`src/rtl/fetch_pkg.sv`:
```
// Shared state encoding, defaults and widths for the instruction-fetch stage.
package fetch_pkg;

  localparam int unsigned INSTR_W = 16;

  localparam logic [INSTR_W-1:0] DEF_RESET_PC   = 16'h0000;
  localparam logic [3:0]         DEF_HLT_OPCODE = 4'hF;

  typedef enum logic [1:0] {
    ISSUE = 2'd0,
    WAIT  = 2'd1,
    FULL  = 2'd2,
    HALT  = 2'd3
  } fetch_state_e;

  // Instructions are halfword aligned, so redirect targets drop bit 0.
  function automatic logic [INSTR_W-1:0] align_pc(input logic [INSTR_W-1:0] pc);
    return {pc[INSTR_W-1:1], 1'b0};
  endfunction

endpackage

```
`src/rtl/add_sub_16.sv`:
```
// 16-bit adder/subtractor with signed-overflow flag; results wrap mod 2^16.
module add_sub_16 (
  input  logic [15:0] a,
  input  logic [15:0] b,
  input  logic        sub,
  output logic [15:0] sum,
  output logic        Ovfl
);

  logic [15:0] b_eff;

  assign b_eff = b ^ {16{sub}};
  assign sum   = a + b_eff + {15'b0, sub};
  assign Ovfl  = (a[15] == b_eff[15]) && (sum[15] != a[15]);

endmodule

```
`src/rtl/fetch_stage.sv`:
```
// Instruction-fetch stage: one outstanding request, single-entry output buffer.
// Optional perf counters (fetch_cnt, squash_cnt) enabled by FETCH_PERF_CNT_EN.
module fetch_stage
  import fetch_pkg::*;
#(
  parameter logic [INSTR_W-1:0] RESET_PC   = DEF_RESET_PC,
  parameter logic [3:0]         HLT_OPCODE = DEF_HLT_OPCODE
) (
  input  logic               clk,
  input  logic               rst,
  output logic               imem_req,
  output logic [INSTR_W-1:0] imem_addr,
  input  logic [INSTR_W-1:0] imem_data,
  input  logic               imem_valid,
  input  logic               redirect,
  input  logic [INSTR_W-1:0] redirect_pc,
  output logic               if_valid,
  input  logic               if_ready,
  output logic [INSTR_W-1:0] if_instr,
  output logic [INSTR_W-1:0] if_pc,
  output logic [INSTR_W-1:0] if_pc_plus2,
`ifdef FETCH_PERF_CNT_EN
  output logic [15:0]        fetch_cnt,
  output logic [15:0]        squash_cnt,
`endif
  output logic               halted
);

  fetch_state_e       state, state_nxt;
  logic [INSTR_W-1:0] pc, pc_nxt, pc_plus2, redirect_aligned;
  logic               squash, squash_nxt;
  logic               load_buf, drop;
  logic               pc_ovfl_unused;

  assign redirect_aligned = align_pc(redirect_pc);

  add_sub_16 u_pc_inc (
    .a    (pc),
    .b    (16'd2),
    .sub  (1'b0),
    .sum  (pc_plus2),
    .Ovfl (pc_ovfl_unused)
  );

  always_ff @(posedge clk or posedge rst) begin
    if (rst) begin
      state  <= ISSUE;
      pc     <= RESET_PC;
      squash <= 1'b0;
    end else begin
      state  <= state_nxt;
      pc     <= pc_nxt;
      squash <= squash_nxt;
    end
  end

  always_comb begin
    state_nxt  = state;
    pc_nxt     = pc;
    squash_nxt = squash;
    load_buf   = 1'b0;
    drop       = 1'b0;
    imem_req   = 1'b0;
    imem_addr  = pc;
    if_valid   = 1'b0;
    halted     = 1'b0;
    case (state)
      ISSUE: begin
        // Reset shares the ISSUE encoding, so mask the request while rst is held.
        imem_req  = !rst;
        state_nxt = WAIT;
        if (redirect) begin
          imem_addr = redirect_aligned;
          pc_nxt    = redirect_aligned;
        end
      end
      WAIT: begin
        if (redirect) begin
          pc_nxt     = redirect_aligned;
          squash_nxt = 1'b1;
        end
        if (imem_valid) begin
          if (squash || redirect) begin
            squash_nxt = 1'b0;
            drop       = 1'b1;
            state_nxt  = ISSUE;
          end else begin
            load_buf  = 1'b1;
            pc_nxt    = pc_plus2;
            state_nxt = FULL;
          end
        end
      end
      FULL: begin
        if_valid = 1'b1;
        if (redirect) begin
          pc_nxt    = redirect_aligned;
          drop      = 1'b1;
          state_nxt = ISSUE;
        end else if (if_ready) begin
          state_nxt = (if_instr[15:12] == HLT_OPCODE) ? HALT : ISSUE;
        end
      end
      HALT: begin
        halted = 1'b1;
      end
      default: state_nxt = ISSUE;
    endcase
  end

  always_ff @(posedge clk or posedge rst) begin
    if (rst) begin
      if_instr    <= '0;
      if_pc       <= '0;
      if_pc_plus2 <= '0;
    end else if (load_buf) begin
      if_instr    <= imem_data;
      if_pc       <= pc;
      if_pc_plus2 <= pc_plus2;
    end
  end

`ifdef FETCH_PERF_CNT_EN
  always_ff @(posedge clk or posedge rst) begin
    if (rst) begin
      fetch_cnt  <= '0;
      squash_cnt <= '0;
    end else begin
      if (load_buf) fetch_cnt  <= fetch_cnt + 16'd1;
      if (drop)     squash_cnt <= squash_cnt + 16'd1;
    end
  end
`endif

endmodule

```
`config.mk`:
```
export PLATFORM = sky130hd
export DESIGN_NAME = fetch_stage
export DESIGN_NICKNAME = d
export VERILOG_FILES = /design/src/rtl/fetch_pkg.sv /design/src/rtl/add_sub_16.sv /design/src/rtl/fetch_stage.sv
export SDC_FILE = /design/constraint.sdc
export NUM_CORES = 1
export LEC_CHECK = 0
export CORE_ASPECT_RATIO = 0.7
export CORE_MARGIN = 2
export CORE_UTILIZATION = 42
export CTS_BUF_LIST = sky130_fd_sc_hd__clkbuf_16
export DETAILED_ROUTE_END_ITERATION = 6
export GPL_TIMING_DRIVEN = 0
export PLACE_DENSITY = 0.82
export SYNTH_ARGS = -nofsm -noshare
export SYNTH_HDL_FRONTEND = slang
export SYNTH_SLANG_ARGS = --single-unit
```
`constraint.sdc`:
```
create_clock -name clk -period 1.78 [get_ports clk]
set_input_delay 0.267 -clock clk [delete_from_list [all_inputs] [get_ports clk]]
set_output_delay 0.267 -clock clk [all_outputs]
set_load 0.01 [all_outputs]
```
==> summary.md, run 1 <==
| Metric | Value |
|---|---|
| Critical path class | `flop to flop` |
| Dpl hpwl | `6823 µm` |
| Pre-CTS setup slack | `-0.8956 ns` |
| Share of layout cells above drive strength 1 | `24.90%` |
| Critical Path End Type | `flop` |
| Clock buffer depth | `2` |
| Final GP Congestion | `between 0.9 and 1` |
| # DRC | `0` |
| Clock group share of total power | `18.2%` |
| First-pass GRT wire length | `16210 µm` |
| Ys flop type | `dfrtp_1` |
| Async set-reset flop share out of synthesis | `100.0%` |
| # H-tree levels | `3` |
| Largest net degree at the start of global routing | `42` |
| Buf/Inv on CP | `1` |
| Setup TNS | `-4.974 ns` |
| Design area | `5388 µm²` |
| Hold WC Path Type | `input pin to asynchronous set/reset pin` |
| Switching share of power | `38.10%` |
| Fmax | `between 400 and 500 MHz` |
| Met1 Use GR | `a little under a third` |
| Final Net Count | `561` |
| Cts hold-fix bufs | `0` |
| Avg Cell Area, Syn | `between 8 and 9 µm²` |
| Worst-Margin Slew | `about 0.56 ns` |
| Max-cap violations | `0` |
| VDD IR max | `844.6 µV` |
| GR peak layer | `met2` |
| R2R Path End | `pc[7]` |
| Min Hold Slack | `~0.42 ns` |
| Chip Width | `110.5 µm` |
| GR Util met2 | `35.03%` |
| Final setup fails | `31` |
| Clk_skew | `0.009659 ns` |
| Final period utilization | `117.5%` |
| Vias in the first global route | `3205` |
| R2r startpoint | `state[1]` |
| Die area | `8685 µm²` |
| Synth top area share | `roughly half` |
| Leading area contributor after synthesis | `dfrtp_1` |
| Post-Synthesis Cell Area | `3337 µm²` |
| Worst Path Arrival | `2.29 ns` |
| Comb power frac | `53.3%` |
| Int Pwr | `roughly 5.7 mW` |
| PnR worst setup slack | `-0.3120 ns` |
| Synth top area cells | `dfrtp_1 (49%), nand2_1 (14%), mux2_2 (4.7%)` |
| Most common cell after layout, fill and taps aside | `nand2_1` |
| Diodes inserted | `0` |
| Slowest stage delay, CP | `about 0.4 ns` |
| Critical path's slowest cell | `dfrtp_1` |
| CTS sink count | `between 60 and 70` |
| Leak pwr | `2.474 nW` |
| Port Buffer Count | `102` |
| CP max FO | `6` |
| Sequential area share after synthesis | `around half` |
| Vias per cell | `5.538` |
| Run status | `complete, but fails checks` |
| Synthesized Nets | `420` |
| Critical Path, Cell by Cell | `buf_4, ha_4, or3_4, or2_4, o311ai_0, nand3_1` |
| R2r setup slk | `-0.31 ns` |
| Tot GR Track Use | `23.46%` |
| CTS Buf Count | `9` |
| EDFF count, synth | `0` |
| Failing checks | `negative setup slack` |
| Worst-Skew Late Latency | `~0.34 ns` |
| Fin crit period | `2.092 ns` |
| Starting Density | `42.95%` |
| IO Pins | `~100` |
| Req. time, crit path | `1.98 ns` |
| Core area | `7770 µm²` |
| Die Y | `around 80 µm` |
| First-pass DRT Iterations | `5` |
| RSZ-0062 raised after global routing | `true` |
| Remaining global-route overflow | `0` |
| GR Layer Usage met3 | `8.108%` |
| CTS clk-pin slew, worst paths | `about 0.06 ns` |
| Cell area power density | `1722 nW/µm²` |
| Antenna violations before repair | `0` |
| Most frequent cells in the layout | `nand2_1 (119), clkdlybuf4s50_1 (82), dfrtp_1 (65)` |
| Synth Instances | `377` |
| Placement Rows | `27` |
| Clock root cell | `clkbuf_16` |
| Sequential Power Share | `about 28%` |
| Utilization after layout | `between 60 and 70%` |
| Synthesis-to-layout area growth | `61.45%` |
| YS warnings | `0` |
| Final wirelength | `around 12000 µm` |
| Final max-slew violation count | `0` |
| Reg2Reg Depth | `6` |
| 1st-iter DRT viols | `375` |
| Max-Slew Margin vs Limit | `approximately 63%` |
| Synth Register Bits | `between 60 and 70` |
| WL per Instance | `18.59 µm` |
| Post-DP Area | `between 4000 and 5000 µm²` |
| Critical path's top delay family | `simple AND/OR/NAND/NOR gates` |
| Final ANT Viol Nets | `0` |
| DR vias | `3450` |
| Unique masters post-synth | `42` |
| CTS tree | `done` |
| Final hold violations | `0` |
| Switching power | `3.535 mW` |
| Worst setup SP type | `flop` |
## what timing repair did
item | CTS | global route
resized for setup | 123 | 51
pin swaps | 11 | 16
buffers inserted | 20 | 11
gates cloned | 1 | 0
endpoints found under the setup margin | 65 | 80
## cell usage after synthesis, drive strengths merged, types with 2 or more instances
master and n:
mux2i 3, xnor2 8, and4 3, nor3 12
inv 6, nor2 11, o22ai 5, o21ai 23
a21oi 7, and2 3, o22a 3, xor2 4
nand2 123, a32oi 2, nor4 3, dfrtp 66
buf 8, ha 6, and3 7, clkbuf 19
nand3 6, a31oi 2, nand2b 2, nor3b 3
o31ai 2, a22oi 4, nor2b 5, a21o 2
nand4 5, mux2 14
## through the flow
step / power (mW) / instances
2_1_floorplan: 4.488 / 377
3_3_place_gp: 6.309 / 580
3_5_place_dp: 6.425 / 581
4_1_cts: 8.668 / 616
5_1_grt: 9.757 / 623
6_report: 9.277 / 623
## registers in the layout, summed over array words and instances, names as in the netlist
signal	cells
if_instr	16
squash	1
state	2
if_pc_plus2	15
pc	16
if_pc	16
## layout make-up
type	instances	area [µm²]
Clock buffer	9	225.2
Fill cell	541	2382
Sequential cell	66	1653
Clock inverter	6	50.05
Inverter	6	26.28
Buffer	24	137.6
Timing Repair Buffer	133	1340
Tap cell	101	126.4
Multi-Input combinational cell	278	1829
## worst reg2reg max path, stage by stage (launching register included)
cell and delay, ns:
dfrtp_1 0.40, buf_4 0.17, ha_4 0.19, or3_4 0.40, or2_4 0.28, o311ai_0 0.38
nand3_1 0.13
## logic make-up (layout without fill, tap and decap cells)
kind of cell               after synthesis  after routing  synth area share [%]
AOI/OAI and AO/OA                       55             55                 10.20
xor gates and xnor gates                12             12                 3.150
adders and majority gates                6              6                 2.250
buffers and inverters                   33            178                 4.124
DFF                                     66             66                 49.49
muxes                                   17             17                 5.624
and+or+nand+nor                        188            188                 25.16
## worst max path at each step
stage,from,endpoint,slack (ns),depth (start not counted)
after global placement,redirect,imem_addr[10],-0.87,5
final,state[1],pc[7],-0.31,6
after global routing,state[1],pc[7],-0.33,6
after detailed placement,redirect,imem_addr[10],-0.90,5
after floorplan,state[1],pc[7],-0.13,6
after CTS,state[0],pc[7],-0.23,6
## power by group through the flow
stage / Combinational [mW] / Clock [mW] / Sequential, mW
final: 4.94 / 1.69 / 2.65
after global routing: 5.27 / 1.77 / 2.72
after floorplan: 1.76 / 0 / 2.73
after global placement: 3.76 / 0 / 2.55
after CTS: 4.43 / 1.68 / 2.55
after detailed placement: 3.84 / 0 / 2.58
## per-layer routing
metal | vias up | routed length, µm | share of wire, %
li1 | 1557 | - | -
met1 | 1643 | 4878 | 42
met2 | 212 | 5282 | 46
met3 | 38 | 1070 | 9.2
met4 | 0 | 350 | 3.0
met5 | - | 0 | 0
(Power assumes the default switching activity.)
==> run 2, diff against run 1 <==
--- a/config.mk
+++ b/config.mk
@@ -7,11 +7,10 @@
 export LEC_CHECK = 0
 export CORE_ASPECT_RATIO = 0.7
 export CORE_MARGIN = 2
-export CORE_UTILIZATION = 42
-export CTS_BUF_LIST = sky130_fd_sc_hd__clkbuf_16
+export CORE_UTILIZATION = 50
 export DETAILED_ROUTE_END_ITERATION = 6
 export GPL_TIMING_DRIVEN = 0
-export PLACE_DENSITY = 0.82
+export PLACE_DENSITY = 0.91
 export SYNTH_ARGS = -nofsm -noshare
 export SYNTH_HDL_FRONTEND = slang
 export SYNTH_SLANG_ARGS = --single-unit
==> constraint.sdc (replaced) <==
create_clock -name clk -period 2.65 [get_ports clk]
set_input_delay 0.3975 -clock clk [delete_from_list [all_inputs] [get_ports clk]]
set_output_delay 0.3975 -clock clk [all_outputs]
set_load 0.01 [all_outputs]
==> summary.md, run 2 (synthesis results as in run 1) <==
| Metric | Value |
|---|---|
| Slowest stage delay, CP | `0.58 ns (was 0.40 ns)` |
| Critical path's slowest cell | `clkdlybuf4s50_1 (was dfrtp_1)` |
| CP max FO | `10 (was 6)` |
| Run status | `finished, final reports clean (was complete, but fails checks)` |
| Metal2 WL | `4890 µm (was 5282 µm)` |
| Worst setup SP type | `input pin (was flop)` |
| Critical Path, Cell by Cell | `clkdlybuf4s50_1, nand2_4, clkbuf_8, mux2_2, clkdlybuf4s50_1 (was buf_4, ha_4, or3_4, or2_4, o311ai_0, nand3_1)` |
| Clock group share of total power | `20.6% (was 18.2%)` |
| Chip Width | `101.6 µm (was 110.5 µm)` |
| Final hold violations | `0 (unchanged)` |
| Final GP Congestion | `0.9810 (was 0.9199)` |
| Fin crit period | `2.591 ns` |
| Max-cap violations | `0 (unchanged)` |
| Synthesis-to-layout area growth | `44.66% (was 61.45%)` |
| Most common cell after layout, fill and taps aside | `nand2_1 (unchanged)` |
| Starting Density | `52.67% (was 42.95%)` |
| 1st-iter DRT viols | `319 (was 375)` |
| Uppermost layer routed | `met4 (unchanged)` |
| Clk_skew | `0.009845 ns (was 0.009659 ns)` |
| RSZ-0062 raised after global routing | `false (was true)` |
| Antenna violations before repair | `0 (unchanged)` |
| Die Y | `72.35 µm (was 78.58 µm)` |
| Vias per cell | `5.619 (was 5.538)` |
| Cell area power density | `1168 nW/µm² (was 1722 nW/µm²)` |
| CTS clk-pin slew, worst paths | `0.07 ns (was 0.06 ns)` |
| Core area | `6336 µm² (was 7770 µm²)` |
| # DRC | `0 (unchanged)` |
| First-pass DRT Iterations | `5 (unchanged)` |
| Port Buffer Count | `102 (unchanged)` |
| Buf/Inv on CP | `3 (was 1)` |
| Req. time, crit path | `2.25 ns (was 1.98 ns)` |
| CP dominant cell by count | `clkdlybuf4s50_1` |
| Routed length on met3 | `920 µm (was 1070 µm)` |
| Remaining global-route overflow | `0 (unchanged)` |
| Die area | `7354 µm² (was 8685 µm²)` |
| Final setup fails | `0 (was 31)` |
| Critical path class | `input pin to primary output (was flop to flop)` |
| CTS Buf Count | `9 (unchanged)` |
| Fmax | `385.9 MHz` |
| Hold WC Path Type | `flop to flop (was input pin to asynchronous set/reset pin)` |
| Placement Rows | `24 (was 27)` |
| Switching share of power | `37.06% (was 38.10%)` |
| CTS sink count | `66 (unchanged)` |
| Dpl hpwl | `7163 µm (was 6823 µm)` |
| IO Pins | `104 (unchanged)` |
| Final max-slew violation count | `0 (unchanged)` |
| PnR worst setup slack | `0.05882 ns (was -0.3120 ns)` |
| Largest net degree at the start of global routing | `38 (was 42)` |
| CTS tree | `done (unchanged)` |
| VDD IR max | `562.6 µV (was 844.6 µV)` |
| Leak pwr | `2.195 nW (was 2.474 nW)` |
| # H-tree levels | `3 (unchanged)` |
| DR vias | `3321 (was 3450)` |
| Int Pwr | `3.549 mW (was 5.743 mW)` |
| Vias in the first global route | `3161 (was 3205)` |
| Clock buffer depth | `2 (unchanged)` |
| Switching power | `2.090 mW (was 3.535 mW)` |
| Comb power frac | `48.9% (was 53.3%)` |
| Worst-Margin Slew | `0.7968 ns (was 0.5594 ns)` |
| Final ANT Viol Nets | `0 (unchanged)` |
| Final Net Count | `538 (was 561)` |
| Diodes inserted | `0 (unchanged)` |
| Critical Path End Type | `primary output (was flop)` |
| Final period utilization | `97.78%` |
| Met1 WL | `4324 µm (was 4878 µm)` |
| Most frequent cells in the layout | `nand2_1 (122), clkdlybuf4s50_1 (102), dfrtp_1 (66) (was nand2_1 (119), clkdlybuf4s50_1 (82), dfrtp_1 (65))` |
| Top Registers | `if_instr (16), if_pc (16), pc (16) (unchanged)` |
| Sequential Power Share | `30.4% (was 28.5%)` |
| Clock root cell | `clkbuf_8 (was clkbuf_16)` |
| Final wirelength | `10270 µm (was 11580 µm)` |
| Critical path's top delay family | `buffers and inverters (was simple AND/OR/NAND/NOR gates)` |
| Tot GR Track Use | `28.48% (was 23.46%)` |
| Worst-Skew Late Latency | `0.35 ns (was 0.34 ns)` |
| Pre-CTS setup slack | `-0.4358 ns (was -0.8956 ns)` |
| Max-Slew Margin vs Limit | `46.47% (was 62.63%)` |
| Min Hold Slack | `0.4749 ns (was 0.4200 ns)` |
| Worst Path Arrival | `2.19 ns (was 2.29 ns)` |
| First-pass GRT wire length | `16100 µm (was 16210 µm)` |
| Share of layout cells above drive strength 1 | `9.800% (was 24.90%)` |
| WL per Instance | `17.38 µm (was 18.59 µm)` |
| Cts hold-fix bufs | `0 (unchanged)` |
run 2: changes by cell type in the layout (fill, tap and decap cells not counted), sizes merged:
cell	previous run	this run
clkinvlp	1	0
dlygate4sd2	3	0
clkbuf	26	29
clkinv	4	2
clkdlybuf4s50	82	102
bufinv	1	4
buf	55	13
run 2: per-layer routing:
metal  up-vias  GRT usage [%]
met5         -              0
met4         0          7.057
li1       1516              -
met3        20          7.129
met2       192          45.54
met1      1593          39.25
run 2: final cells by class:
| type | instances | area (µm²) |
|---|---|---|
| multi-input cells | 278 | 1568 |
| fillers | 441 | 1509 |
| clock inverters | 6 | 137.6 |
| well taps | 91 | 113.9 |
| repair buffers | 107 | 1071 |
| clock buffers | 10 | 137.6 |
| plain buffers | 27 | 125.1 |
| flip-flops and latches | 66 | 1652 |
| inverters | 6 | 22.52 |
run 2: per-stage QoR:
stage	cells	TNS (ns)	power [mW]	cell area (µm²)	util, %
after floorplan	377	0	2.993	3337	-
after global placement	570	-36.25	4.199	4472	70.58
after detailed placement	571	-3.051	4.327	4492	70.89
after CTS	590	0	5.566	4807	75.87
after global routing	591	0	5.945	4827	76.18
final	591	0	5.638	4827	76.18
run 2: what timing repair did:
item	CTS	global route
cloned	0	0
setup buffers	3	1
pin swaps	1	0
gates resized for setup	5	3
setup endpoints to repair	16	15
run 2: path summary, 6_finish.rpt:
path	start	endpoint	slack, ns	cells after the start
min in group asynchronous	rst	state[1]	0.50	2
hold / removal	if_instr[1]	if_instr[1]	0.47	2
max in group asynchronous	rst	if_instr[2]	1.53	3
setup / recovery	redirect	imem_addr[14]	0.06	5
hold reg to reg	if_instr[1]	if_instr[1]	0.47	2
setup reg to reg	state[1]	pc[9]	0.22	6
run 2: tightest hold or removal path: stages, from the launching register on:
cell and delay, ns:
dfrtp_1 0.34, nand2_1 0.05, nand2_1 0.05
run 2: power by group through the flow:
stage / registers, mW / logic, mW / clock network (mW)
final: 1.72 / 2.76 / 1.16
after global routing: 1.76 / 2.97 / 1.22
after CTS: 1.71 / 2.69 / 1.16
after detailed placement: 1.73 / 2.60 / 0
after global placement: 1.71 / 2.49 / 0
after floorplan: 1.83 / 1.17 / 0
